===== src/rtl/avl_read_stream_buffer.sv =====
// Avalon-MM burst-free read master feeding a first-word-fall-through FIFO.
// Reads are issued only when the FIFO is guaranteed room for every reply in flight.
module avl_read_stream_buffer #(
   parameter int ADDR_W     = 26,
   parameter int DATA_W     = 128,
   parameter int LEN_W      = 16,
   parameter int FIFO_DEPTH = 16
) (
   input  logic              iCLK,
   input  logic              iRST,
   input  logic              local_init_done,
   input  logic              start,
   input  logic [ADDR_W-1:0] base_addr,
   input  logic [LEN_W-1:0]  word_count,
   output logic              busy,
   output logic              done,
   output logic              err_stray,
   input  logic              avl_waitrequest_n,
   output logic [ADDR_W-1:0] avl_address,
   output logic              avl_read,
   output logic              avl_burstbegin,
   input  logic              avl_readdatavalid,
   input  logic [DATA_W-1:0] avl_readdata,
   output logic [DATA_W-1:0] rd_data,
   output logic              rd_valid,
   input  logic              rd_ready
);
   localparam int PTR_W = $clog2(FIFO_DEPTH);
   localparam int CNT_W = PTR_W + 1;
   localparam logic [CNT_W:0] DEPTH_V = (CNT_W + 1)'(FIFO_DEPTH);

   typedef enum logic [1:0] {IDLE, ISSUE, DRAIN, FIN} state_t;

   state_t            state_q, state_d;
   logic [ADDR_W-1:0] addr_q, addr_d;
   logic [LEN_W-1:0]  issue_left_q, issue_left_d;
   logic [LEN_W-1:0]  deliver_left_q, deliver_left_d;
   logic [CNT_W-1:0]  outstanding_q, outstanding_d;
   logic [CNT_W-1:0]  fifo_count_q, fifo_count_d;
   logic [PTR_W-1:0]  wr_ptr_q, wr_ptr_d;
   logic [PTR_W-1:0]  rd_ptr_q, rd_ptr_d;
   logic              read_q, read_d;
   logic              busy_q, busy_d;
   logic              done_q, done_d;
   logic              err_q, err_d;

   logic [DATA_W-1:0] mem [FIFO_DEPTH];

   logic              accept;
   logic              push;
   logic              pop;
   logic              stray;
   logic              start_ok;
   logic [CNT_W:0]    inflight;
   logic [LEN_W-1:0]  issue_after;

   assign accept      = read_q & avl_waitrequest_n;
   assign push        = avl_readdatavalid & (outstanding_q != '0);
   assign stray       = avl_readdatavalid & (outstanding_q == '0);
   assign pop         = (fifo_count_q != '0) & rd_ready;
   assign start_ok    = (state_q == IDLE) & start & local_init_done;
   assign issue_after = issue_left_q - LEN_W'(accept);

   // A read accepted this cycle is not yet in outstanding_q, so count it here
   // to avoid issuing one read too many.
   assign inflight = (CNT_W + 1)'(fifo_count_q) + (CNT_W + 1)'(outstanding_q)
                   + (CNT_W + 1)'(accept);

   always_comb begin
      state_d        = state_q;
      addr_d         = addr_q;
      issue_left_d   = issue_left_q;
      deliver_left_d = deliver_left_q;
      outstanding_d  = outstanding_q + CNT_W'(accept) - CNT_W'(push);
      fifo_count_d   = fifo_count_q + CNT_W'(push) - CNT_W'(pop);
      wr_ptr_d       = push ? wr_ptr_q + PTR_W'(1) : wr_ptr_q;
      rd_ptr_d       = pop ? rd_ptr_q + PTR_W'(1) : rd_ptr_q;
      read_d         = 1'b0;
      err_d          = err_q | stray;

      if (pop && deliver_left_q != '0)
         deliver_left_d = deliver_left_q - LEN_W'(1);
      if (accept) begin
         addr_d       = addr_q + ADDR_W'(1);
         issue_left_d = issue_after;
      end

      case (state_q)
         IDLE: begin
            if (start_ok) begin
               addr_d         = base_addr;
               issue_left_d   = word_count;
               deliver_left_d = word_count;
               err_d          = stray;
               if (word_count != '0) begin
                  state_d = ISSUE;
                  read_d  = 1'b1;
               end else begin
                  state_d = FIN;
               end
            end
         end
         ISSUE: begin
            // An unaccepted request must be held regardless of credit.
            if (read_q && !avl_waitrequest_n)
               read_d = 1'b1;
            else
               read_d = (issue_after != '0) && (inflight < DEPTH_V);
            if (accept && issue_after == '0)
               state_d = DRAIN;
         end
         DRAIN: begin
            if (deliver_left_d == '0)
               state_d = FIN;
         end
         FIN:     state_d = IDLE;
         default: state_d = IDLE;
      endcase

      busy_d = (state_d == ISSUE) || (state_d == DRAIN);
      done_d = (state_d == FIN);
   end

   always_ff @(posedge iCLK or posedge iRST) begin
      if (iRST) begin
         state_q        <= IDLE;
         addr_q         <= '0;
         issue_left_q   <= '0;
         deliver_left_q <= '0;
         outstanding_q  <= '0;
         fifo_count_q   <= '0;
         wr_ptr_q       <= '0;
         rd_ptr_q       <= '0;
         read_q         <= 1'b0;
         busy_q         <= 1'b0;
         done_q         <= 1'b0;
         err_q          <= 1'b0;
      end else begin
         state_q        <= state_d;
         addr_q         <= addr_d;
         issue_left_q   <= issue_left_d;
         deliver_left_q <= deliver_left_d;
         outstanding_q  <= outstanding_d;
         fifo_count_q   <= fifo_count_d;
         wr_ptr_q       <= wr_ptr_d;
         rd_ptr_q       <= rd_ptr_d;
         read_q         <= read_d;
         busy_q         <= busy_d;
         done_q         <= done_d;
         err_q          <= err_d;
      end
   end

   always_ff @(posedge iCLK) begin
      if (push)
         mem[wr_ptr_q] <= avl_readdata;
   end

   assign avl_address    = addr_q;
   assign avl_read       = read_q;
   assign avl_burstbegin = read_q;
   assign busy           = busy_q;
   assign done           = done_q;
   assign err_stray      = err_q;
   assign rd_valid       = (fifo_count_q != '0);
   // Gate the head so stale RAM contents never show while the FIFO is empty.
   assign rd_data        = rd_valid ? mem[rd_ptr_q] : '0;
endmodule


===== config.mk =====
export PLATFORM = sky130hd
export DESIGN_NAME = avl_read_stream_buffer
export DESIGN_NICKNAME = d
export VERILOG_FILES = /design/src/rtl/avl_read_stream_buffer.sv
export SDC_FILE = /design/constraint.sdc
export NUM_CORES = 2
export LEC_CHECK = 0
export ABC_AREA = 1
export CORE_MARGIN = 2
export CORE_UTILIZATION = 46
export DETAILED_ROUTE_END_ITERATION = 7
export GPL_ROUTABILITY_DRIVEN = 0
export HOLD_SLACK_MARGIN = 0.1
export PLACE_DENSITY_LB_ADDON = 0.12
export REMOVE_ABC_BUFFERS = 1
export SLEW_MARGIN = 30
export SYNTH_ARGS = -nofsm -noshare
export SYNTH_HDL_FRONTEND = slang
export SYNTH_SLANG_ARGS = --single-unit

===== constraint.sdc =====
create_clock -name iCLK -period 9.89 [get_ports iCLK]
set_input_delay 0.989 -clock iCLK [delete_from_list [all_inputs] [get_ports iCLK]]
set_output_delay 0.989 -clock iCLK [all_outputs]
set_load 0.02 [all_outputs]

==> reports/metrics.yaml <==
run_status: "finished clean"
dp.cells: 8538
crit_type: "reg -> out"
synth_top_area_cell: "edfxtp_1"
pwr-share-seq_pct: 37.7
met1_length_mm: 101
fin_crit_sh_pct: 67.7
syn_area_per_cell_um2: 13.6
setup_viol: 0
critPathRequiredTime_ns: 8.90
grt_pass1_vias: 51800
clock_latency_ns: 0.85
p_sw_uw: 11300
firstDrtPassIters: 5
power_frac_clock_pct: 26.4
clockBufferDepth: 3
die_height_um: 432
wl_per_cell_um: 26.1
pre_cts_ws_ns: 3.96
met2_length_mm: 112
timing.rr.end: "mem[14][34]"
vias: 53200
synthCells: 6194
p_total_uw: 30200
swShare_pct: 37.4
worst_slew_pin_slew_ns: 1.22
core_area_um2: 182000
wl_met3_mm: 14.5
hp-class: "in -> async"
netlist-cell-type-count: 43
rows: 157
cts_made_buffers: 219
synth_top_cell_area_share_pct: 73.0
post_cts_resize_count: 0
ys_warn_count: 0
cts_hold_buf: 0
port_buffers: 336
ios: 337
cp-end-kind: "output port"
clkSinkCount: 2130
die_x_um: 432
nets: 6584
ys_seq_elements: 2130
synth_common_cells: "edfxtp_1, nor2_1, o21ai_0, o221ai_1, clkbuf_1"
fin_cells: 8955
clock_skew_ns: 0.0179
crit_fanout: 198
via_per_inst: 5.94
synth-main-ff-cell: "edfxtp_1"
grt_pass1_wl_mm: 344
globalRouteOverflowTotal: 0
fmax_ghz: 0.149
dp.final_hpwl_mm: 107
ff2ff_setup_slack_ns: 5.88
reg2regPathDepth: 8
finalHoldViolations: 0
rr_startpoint: "outstanding_q[2]"
fin_ws_ns: 3.20
synth_edf_count: 2048
ir_worst_vdd_uv: 317
ant_nets: 0
clockRootBuffer: "clkbuf_16"
drt_iter0_drc: 5374
cts_tree: "done"
top_layer: "met5"
syn_area_um2: 84300
synth.most_common_cell: "edfxtp_1"
maxSlewViolCount: 0
cts_setup_buffers: 0
grt_usage_pct: 24.7
drive_above_1_share_pct: 6.57
crit_arrival_ns: 5.71
antenna_found_initial: 33
initial_core_util_pct: 46.2
internal_power_uw: 18900
combPwrFrac_pct: 35.9
h-tree-depth: 4
fin_setup_tns_ns: 0
fin_crit_ns: 6.69
clk_pin_slew_ns: 0.06
drc_errors: 0
fillers: 15000
rsz0062_at_grt: "false"
p_leak_uw: 0.0307
max_slew_margin_pct: 19.0
cp-start-kind: "flip-flop"
die_area_um2: 187000
wirelength_mm: 233
ys_top_cells_by_area: "edfxtp_1, o21ai_0, nor2_1, o221ai_1, dfrtp_1"
async_flop_share_pct: 3.85
grt_max_degree: 357
drv_cap: 0
cp-startpoint: "rd_ptr_q[0]"
area_delta_synth_final_pct: 14.8
power.density_nw_per_um2: 312
yosysSeqAreaShare_pct: 75.4
[area by class of cell]
class	count	area [µm²]	share of cell area, %
Clock inverter	136	1060	1.10
Antenna cell	12	30.0	0.0310
Multi-Input combinational cell	3521	18500	19.1
Inverter	88	394	0.407
Timing Repair Buffer	417	4440	4.58
Tap cell	2385	2980	3.08
Sequential cell	2130	63600	65.7
Clock buffer	266	5810	6.00
[placed cells by master, fill, tap and decap left out, types with 40 or more instances in the layout]
cell | synthesis | final
a21oi_1 | 135 | 135
buf_4 | 21 | 44
clkbuf_1 | 333 | 40
clkbuf_16 | 0 | 226
clkdlybuf4s50_1 | 0 | 336
clkinv_1 | 0 | 63
clkinv_2 | 1 | 48
dfrtp_1 | 82 | 78
edfxtp_1 | 2048 | 2048
inv_1 | 81 | 78
nand2_1 | 249 | 249
nand3_1 | 117 | 116
nor2_1 | 1131 | 1115
o211ai_1 | 165 | 165
o21ai_0 | 1046 | 1046
o221ai_1 | 347 | 347
o22ai_1 | 166 | 166
[state kept, by name, indices dropped and copies added (netlist names)]
signal          count
mem              2048
avl_address        26
deliver_left_q     16
issue_left_q       16
fifo_count_q        5
outstanding_q       5
rd_ptr_q            4
wr_ptr_q            4
state_q             2
avl_burstbegin      1
busy                1
done                1
err_stray           1
[power by group through the flow]
| stage | combinational, µW | clock [µW] | sequential [µW] |
|---|---|---|---|
| floorplan | 5600 | 0 | 12100 |
| global placement | 10800 | 0 | 11600 |
| detailed placement | 10900 | 0 | 11600 |
| CTS | 10900 | 8090 | 11400 |
| global route | 11800 | 8460 | 11500 |
| finish | 10900 | 7960 | 11400 |
[worst max path at each step]
stage                     cells after the start  slack [ns]           end
after floorplan                               5      -17.36    rd_data[0]
after global placement                        8        3.97   rd_data[31]
after detailed placement                      8        3.96   rd_data[31]
after CTS                                     8        3.03   rd_data[31]
after global routing                          8        2.99   rd_data[16]
final                                         8        3.20  rd_data[118]
[layer usage]
metal / GRT usage (%) / vias to the layer above
li1: - / 23900
met3: 3.75 / 355
met5: 0 / -
met1: 34.0 / 27200
met4: 6.96 / 24
met2: 40.9 / 1704
[through the flow]
stage	instance area, µm²	hold WS (ns)	utilization, %
2_1_floorplan	82200	0.499	-
3_3_place_gp	89600	0.489	49.1
3_5_place_dp	89700	0.505	49.2
4_1_cts	96600	0.326	52.9
5_1_grt	96700	0.375	53.0
6_report	96800	0.387	53.0
[kinds of logic after synthesis]
family | count (synthesis) | share of synthesized area, %
adders and majority gates | 30 | 0.463
AOI/OAI and AO/OA | 1899 | 13.6
DFF | 2130 | 75.4
and+or+nand+nor | 1552 | 7.30
xor gates and xnor gates | 40 | 0.416
buffers and inverters | 543 | 2.81
[worst max-delay path, stage by stage (launching register included)]
cell	delay, ns
dfrtp_4	0.63
buf_6	0.60
buf_12	0.48
buf_4	0.90
o21ai_0	0.21
o221ai_1	0.23
o211ai_1	0.11
a21oi_1	0.46
clkdlybuf4s50_1	0.71
Power figures use the tool's default switching activity.
